[config.mk]
export PLATFORM = sky130hd
export DESIGN_NAME = condicionador_entradas
export DESIGN_NICKNAME = d
export VERILOG_FILES = /design/src/rtl/condicionador_entradas.sv
export SDC_FILE = /design/constraint.sdc
export NUM_CORES = 1
export LEC_CHECK = 0
export ABC_AREA = 1
export CELL_PAD_IN_SITES_DETAIL_PLACEMENT = 0
export CELL_PAD_IN_SITES_GLOBAL_PLACEMENT = 1
export CORE_MARGIN = 3
export CORE_UTILIZATION = 35
export DETAILED_ROUTE_END_ITERATION = 8
export PLACE_DENSITY = 0.77
export SLEW_MARGIN = 40
export SYNTH_ARGS = -nofsm -noshare
export SYNTH_HDL_FRONTEND = slang
export SYNTH_SLANG_ARGS = --single-unit
[constraint.sdc]
create_clock -name clock -period 1.55 [get_ports clock]
set_input_delay 0.3875 -clock clock [delete_from_list [all_inputs] [get_ports clock]]
set_output_delay 0.3875 -clock clock [all_outputs]
set_load 0.005 [all_outputs]
[src/rtl/condicionador_entradas.sv]
// Input conditioner: synchronizes and debounces the start button and the switch bank,
// then turns them into a one-cycle start pulse and a one-shot "jogada" pulse with capture.
module condicionador_entradas #(
    parameter int unsigned DEBOUNCE = 4  // consecutive stable cycles to accept a change (1..65535)
) (
    input  logic       clock,              // single system clock, rising edge
    input  logic       reset,              // asynchronous, active-high
    input  logic       iniciar_bruto,      // raw asynchronous start button
    input  logic [3:0] chaves_brutas,      // raw asynchronous switch/button bank
    output logic       iniciar_pulso,      // one-cycle start pulse
    output logic       jogada_pulso,       // one-cycle new-press pulse
    output logic [3:0] chaves_registradas, // switch snapshot taken at the last jogada
    output logic [3:0] db_chaves_estaveis  // debounced switch levels
);

    localparam int NB = 5;
    localparam int unsigned CW = $clog2(DEBOUNCE) + 1;
    localparam logic [CW-1:0] CNT_MAX = CW'(DEBOUNCE - 1);

    typedef enum logic [1:0] {
        StArmado    = 2'd0,
        StPulso     = 2'd1,
        StSegurando = 2'd2
    } estado_e;

    // Bit 4 is iniciar, bits 3:0 are the switches.
    logic [NB-1:0] bruto;
    logic [NB-1:0] sync1_q;
    logic [NB-1:0] sync2_q;
    logic [NB-1:0] estavel_q;
    logic [NB-1:0] estavel_d;
    logic [CW-1:0] cnt_q [NB];
    logic [CW-1:0] cnt_d [NB];

    logic          iniciar_ant_q;
    logic          iniciar_pulso_q;
    logic [3:0]    chaves_reg_q;
    logic [3:0]    db_chaves;
    logic          algum_pressionado;
    estado_e       estado_q;
    estado_e       estado_d;

    assign bruto = {iniciar_bruto, chaves_brutas};

    always_ff @(posedge clock or posedge reset) begin
        if (reset) begin
            sync1_q <= '0;
            sync2_q <= '0;
        end else begin
            sync1_q <= bruto;
            sync2_q <= sync1_q;
        end
    end

    // Per-bit debounce: a disagreement must persist DEBOUNCE cycles before it is accepted.
    always_comb begin
        estavel_d = estavel_q;
        for (int i = 0; i < NB; i++) begin
            cnt_d[i] = '0;
            if (sync2_q[i] != estavel_q[i]) begin
                if (cnt_q[i] == CNT_MAX) begin
                    estavel_d[i] = sync2_q[i];
                    cnt_d[i]     = '0;
                end else begin
                    cnt_d[i] = cnt_q[i] + CW'(1);
                end
            end
        end
    end

    always_ff @(posedge clock or posedge reset) begin
        if (reset) begin
            estavel_q <= '0;
            for (int i = 0; i < NB; i++) begin
                cnt_q[i] <= '0;
            end
        end else begin
            estavel_q <= estavel_d;
            for (int i = 0; i < NB; i++) begin
                cnt_q[i] <= cnt_d[i];
            end
        end
    end

    assign db_chaves         = estavel_q[3:0];
    assign algum_pressionado = |db_chaves;

    // Rising-edge detect on the stable start level, registered one cycle later.
    always_ff @(posedge clock or posedge reset) begin
        if (reset) begin
            iniciar_ant_q   <= 1'b0;
            iniciar_pulso_q <= 1'b0;
        end else begin
            iniciar_ant_q   <= estavel_q[4];
            iniciar_pulso_q <= estavel_q[4] & ~iniciar_ant_q;
        end
    end

    always_comb begin
        estado_d = estado_q;
        unique case (estado_q)
            StArmado:    if (algum_pressionado) estado_d = StPulso;
            StPulso:     estado_d = algum_pressionado ? StSegurando : StArmado;
            StSegurando: if (!algum_pressionado) estado_d = StArmado;
            default:     estado_d = StArmado;
        endcase
    end

    always_ff @(posedge clock or posedge reset) begin
        if (reset) begin
            estado_q     <= StArmado;
            chaves_reg_q <= '0;
        end else begin
            estado_q <= estado_d;
            // Capture only on entry into StPulso, which is reachable only from StArmado.
            if (estado_q == StArmado && algum_pressionado) begin
                chaves_reg_q <= db_chaves;
            end
        end
    end

    assign iniciar_pulso      = iniciar_pulso_q;
    assign jogada_pulso       = (estado_q == StPulso);
    assign chaves_registradas = chaves_reg_q;
    assign db_chaves_estaveis = db_chaves;

endmodule

; ---- Word level (Yosys, flattened, before mapping)
; Index checks and enable logic that the tools add are counted.
[totals]
register_bits = 38
latch_bits = 0
ramBits = 0
rom_bits = 0
output_inout_bits = 10
mem_count = 0
[op_classes]
n_addsub = 5
mul = 0
n_div = 0
n_lt_le_gt_ge = 0
eq_ne = 14
n_shift = 0
n_mux = 14
bitwise = 2
reduce_logical = 9
[op_table]
columns = op, n
row1 = 3-bit 2-to-1 mux, 10
row2 = 3-bit by 1-bit adder with 3-bit output (second input constant), 5
row3 = 3-bit by 2-bit equality test with 1-bit output (second input constant), 5
row4 = 2-bit AND reduction, 6
row5 = 2-bit 2-to-1 mux, 3
row6 = 2-bit case mux with 3 select lines, 1
row7 = 1-bit inequality test, 5
row8 = 2-bit inequality test (second input constant), 2
row9 = 4-bit OR reduction, 1
row10 = 2-bit by 1-bit equality test with 1-bit output (second input constant), 1
row11 = 2-bit equality test (second input constant), 1
row12 = 2-bit logical NOT, 1
row13 = 1-bit AND, 1
row14 = 1-bit logical AND, 1
row15 = 1-bit inverter, 1

; ---- Depth between registers and ports, before layout
[logic_depth]
word_depth = 3
depth_mapped = 5
ltp_nobuf = 5

; ---- Worst setup path after synthesis
; OpenSTA, ideal clock, no wires.
[synth_path]
kind = register -> register
start = register cnt_q[3] (netlist bit)
end = register estavel_q[3]
setup_time_ns = 0.118
arrival_ns = 0.844
required_time_ns = 1.432
setup_slack_ns = 0.588
stages_incl_launch_ff = 6
cell_sequence = dfrtp_1 -> ha_1 -> inv_1 -> or2_4 -> nand2_1 -> o21ai_2
[synth_via]
elab_chain_cells = 2
[synth_rtl]
columns = item, line
row1 = from (decl), 32  ; logic [CW-1:0] cnt_q [NB];
row2 = "from (signal, indexed assignment)", 80  ; cnt_q[i] <= cnt_d[i];
row3 = 3-bit by 2-bit equality test with 1-bit output, 61  ; if (cnt_q[i] == CNT_MAX) begin
row4 = 2-bit AND reduction (no line), -
row5 = to (signal assigned), 78  ; estavel_q <= estavel_d;
row6 = to (decl), 30  ; logic [NB-1:0] estavel_q;
; Every way passes these cells.
; A chain may end at the register's enable or synchronous reset.

; ---- Final worst setup path
[layout_path]
start = register chaves_reg_q[0] (netlist: chaves_registradas[0])
end = output port chaves_registradas[0]
[layout_lines]
columns = item, line
row1 = from (decl), 37  ; logic [3:0] chaves_reg_q;
row2 = from (signal assigned), 117  ; chaves_reg_q <= db_chaves;
row3 = to (decl), 12  ; output logic [3:0] chaves_registradas,
; No word-level cell between the ends.

==> impl_metrics.toml <==
[placed_design]
place_congestion = 0.623
dp_hpwl_mm = 1.54
io_buffers = 16
dp.cells = 201

[floorplanning]
die_w_um = 70.8
die-height_um = 70.8
ios = 17
core_area_um2 = 3850
rows = 22
die_area_um2 = 5020
start_util_pct = 38.2

[worst_setup_path]
crit_type = "register to output port"
cp_max_fo = 2
worst_setup_path_end_kind = "output port"
path_cells = "clkdlybuf4s50_1"
required_ps = 1160
critPathSlowestCell = "clkdlybuf4s50_1"
r2r_slack_ps = 510
critical-path-top-delay-family = "buffers and inverters"
cp.arrival_ps = 1140
slowest_delay_ps = 500
cp_num_buf_inv = 1
cp-start-kind = "register"

[grt]
grt_util_all_layers_pct = 10.4
overflow = 0
grt_max_degree = 39
antenna_found_initial = 0
grt_pass1_wl_mm = 4.04
grt_pass1_vias = 976

[clock_network]
clk_path_buf_depth = 2
cts_buffers = 5
clock-sinks = 38
cts_root_buffer = "clkbuf_8"
cts_tree = "yes"
clock_latency_ps = 280
clkTransAtPathRegs_ps = 70
cts_hold_buf = 0
htree_levels = 2

[routing]
drtPass1Iterations = 4
drc = 0
drt_iter0_markers = 33
avgViaCountPerCell = 4.23
wire_per_inst_um = 9.91
antenna_left = 0
routed_wirelength_mm = 2.17
vias = 926

[timing]
min_period_ps = 1520
whs_ps = 351
fmax_ghz = 0.657
slew_headroom_pct = 80.9
finalSetupViolCount = 0
clock_skew_ps = 2.64
hold_violations = 0
tightest_slew_ps = 284
drv_slew = 0
fin_crit_sh_pct = 98.2

[outcome]
outcome = "complete, no violations"

[job]
cap_violations = 0

[yosys]
synth.area.top_cells = "dfrtp_1 65%, nand2_1 8.7%, inv_1 5.6%"
avgSynthCellArea_um2 = 10.5
mappedNetlistArea_um2 = 1470
yosys_warnings = 0
synth_fp_nets = 152
synthCells = 140
synth_top_area_share_pct = 64.6
ys_ff_latch = 38
ys_seq_area_share_pct = 64.6
synth_cell_types = 13
synth_top_cell_by_area = "dfrtp_1"

[pwr]
p_leak_nw = 1.01
power.total_mw = 3.24
power.density_nw_per_um2 = 1740
ir_drop_mv = 0.621

[layout]
drive_above_1_share_pct = 16.4
fillers = 366
layout_commonest_cell = "dfrtp_1"
final_cell_mix = "38 x dfrtp_1, 34 x nand2_1, 22 x inv_1"
multiInputGateArea_um2 = 408
finalNonFillerCells = 219
nNetsFinal = 182
area_growth_pct = 26.0
antenna_cells = 0
regArea_um2 = 951

[hold_path]
hold_path_class = "register to register"
-- per-layer routing --
metal	wire length, um	GRT usage [%]	vias up
met3	96	3.13	5
met1	927	11.1	442
met5	0	0	-
met4	53	6.89	0
li1	-	-	465
met2	1090	17.6	14
-- cells by family after synthesis --
logic type / share of synthesized area (%)
xor+xnor: 2.98
flops: 64.6
buf+inv: 7.65
compound gates: 2.72
simple gates: 17.8
fa+ha+maj: 4.25
-- cells in the mapped netlist, drive strengths merged --
master  count
dfrtp      38
nand2      35
inv        22
nor2       21
ha          5
o21ai       5
or2         5
xnor2       5
buf         4
-- path summary, 6_finish.rpt --
kind	startpoint	end	depth (start not counted)
max in group asynchronous	reset	estavel_q[0]$_DFFE_PP0P_	3
min in group asynchronous	reset	iniciar_pulso$_DFF_PP0_	3
setup reg to reg	estado_q[1]$_DFFE_PP0P_	chaves_registradas[3]$_DFFE_PP0P_	5
setup / recovery	chaves_registradas[0]$_DFFE_PP0P_	chaves_registradas[0]	1
hold / removal	sync1_q[0]$_DFF_PP0_	sync2_q[0]$_DFF_PP0_	0
hold reg to reg	sync1_q[0]$_DFF_PP0_	sync2_q[0]$_DFF_PP0_	0
-- per-stage QoR --
| stage | utilization, % | setup slack (ps) | TNS [ps] | area [um^2] |
|---|---|---|---|---|
| after global routing | 48.1 | -0.366 | -0.366 | 1850 |
| final | 48.1 | 27.1 | 0 | 1850 |
| after detailed placement | 43.6 | 139 | 0 | 1680 |
| after global placement | 43.6 | 152 | 0 | 1680 |
| after CTS | 47.5 | 7.01 | 0 | 1830 |
| after floorplan | - | 302 | 0 | 1470 |
-- what timing repair did --
action | 4_1_cts | 5_1_grt
gates resized for setup | 3 | 4
cloned | 0 | 0
setup buffers | 8 | 2
setup endpoints to repair | 8 | 6
hold endpoints to repair | 0 | 0
-- worst reg2reg max path: stages (launching register included) --
cell and delay (ps):
dfrtp_1 380, buf_4 150, nor2_4 180, nand2_2 120, nand2_1 70, nand2_1 40
-- area by class of cell --
type                            instances  area share (%)
Tap cell                               48            3.24
Multi-Input combinational cell         76            22.0
Timing Repair Buffer                   27            14.1
Clock buffer                            7            4.66
Sequential cell                        38            51.3
Inverter                               22            4.45
Clock inverter                          1           0.270
-- state kept, by name, indices dropped and copies added (netlist names) --
signal              count
cnt_q                  15
estavel_q               5
sync1_q                 5
sync2_q                 5
chaves_registradas      4
estado_q                2
iniciar_ant_q           1
iniciar_pulso           1
-- power by group --
part | internal [mW] | total [mW] | leakage (nW) | switching [mW]
Combinational | 0.606 | 1.17 | 0.487 | 0.562
Clock | 0.358 | 0.675 | 0.0482 | 0.317
Sequential | 1.26 | 1.39 | 0.479 | 0.129
Total | 2.23 | 3.24 | 1.01 | 1.01
No activity file was read; power rests on OpenSTA's default activity.
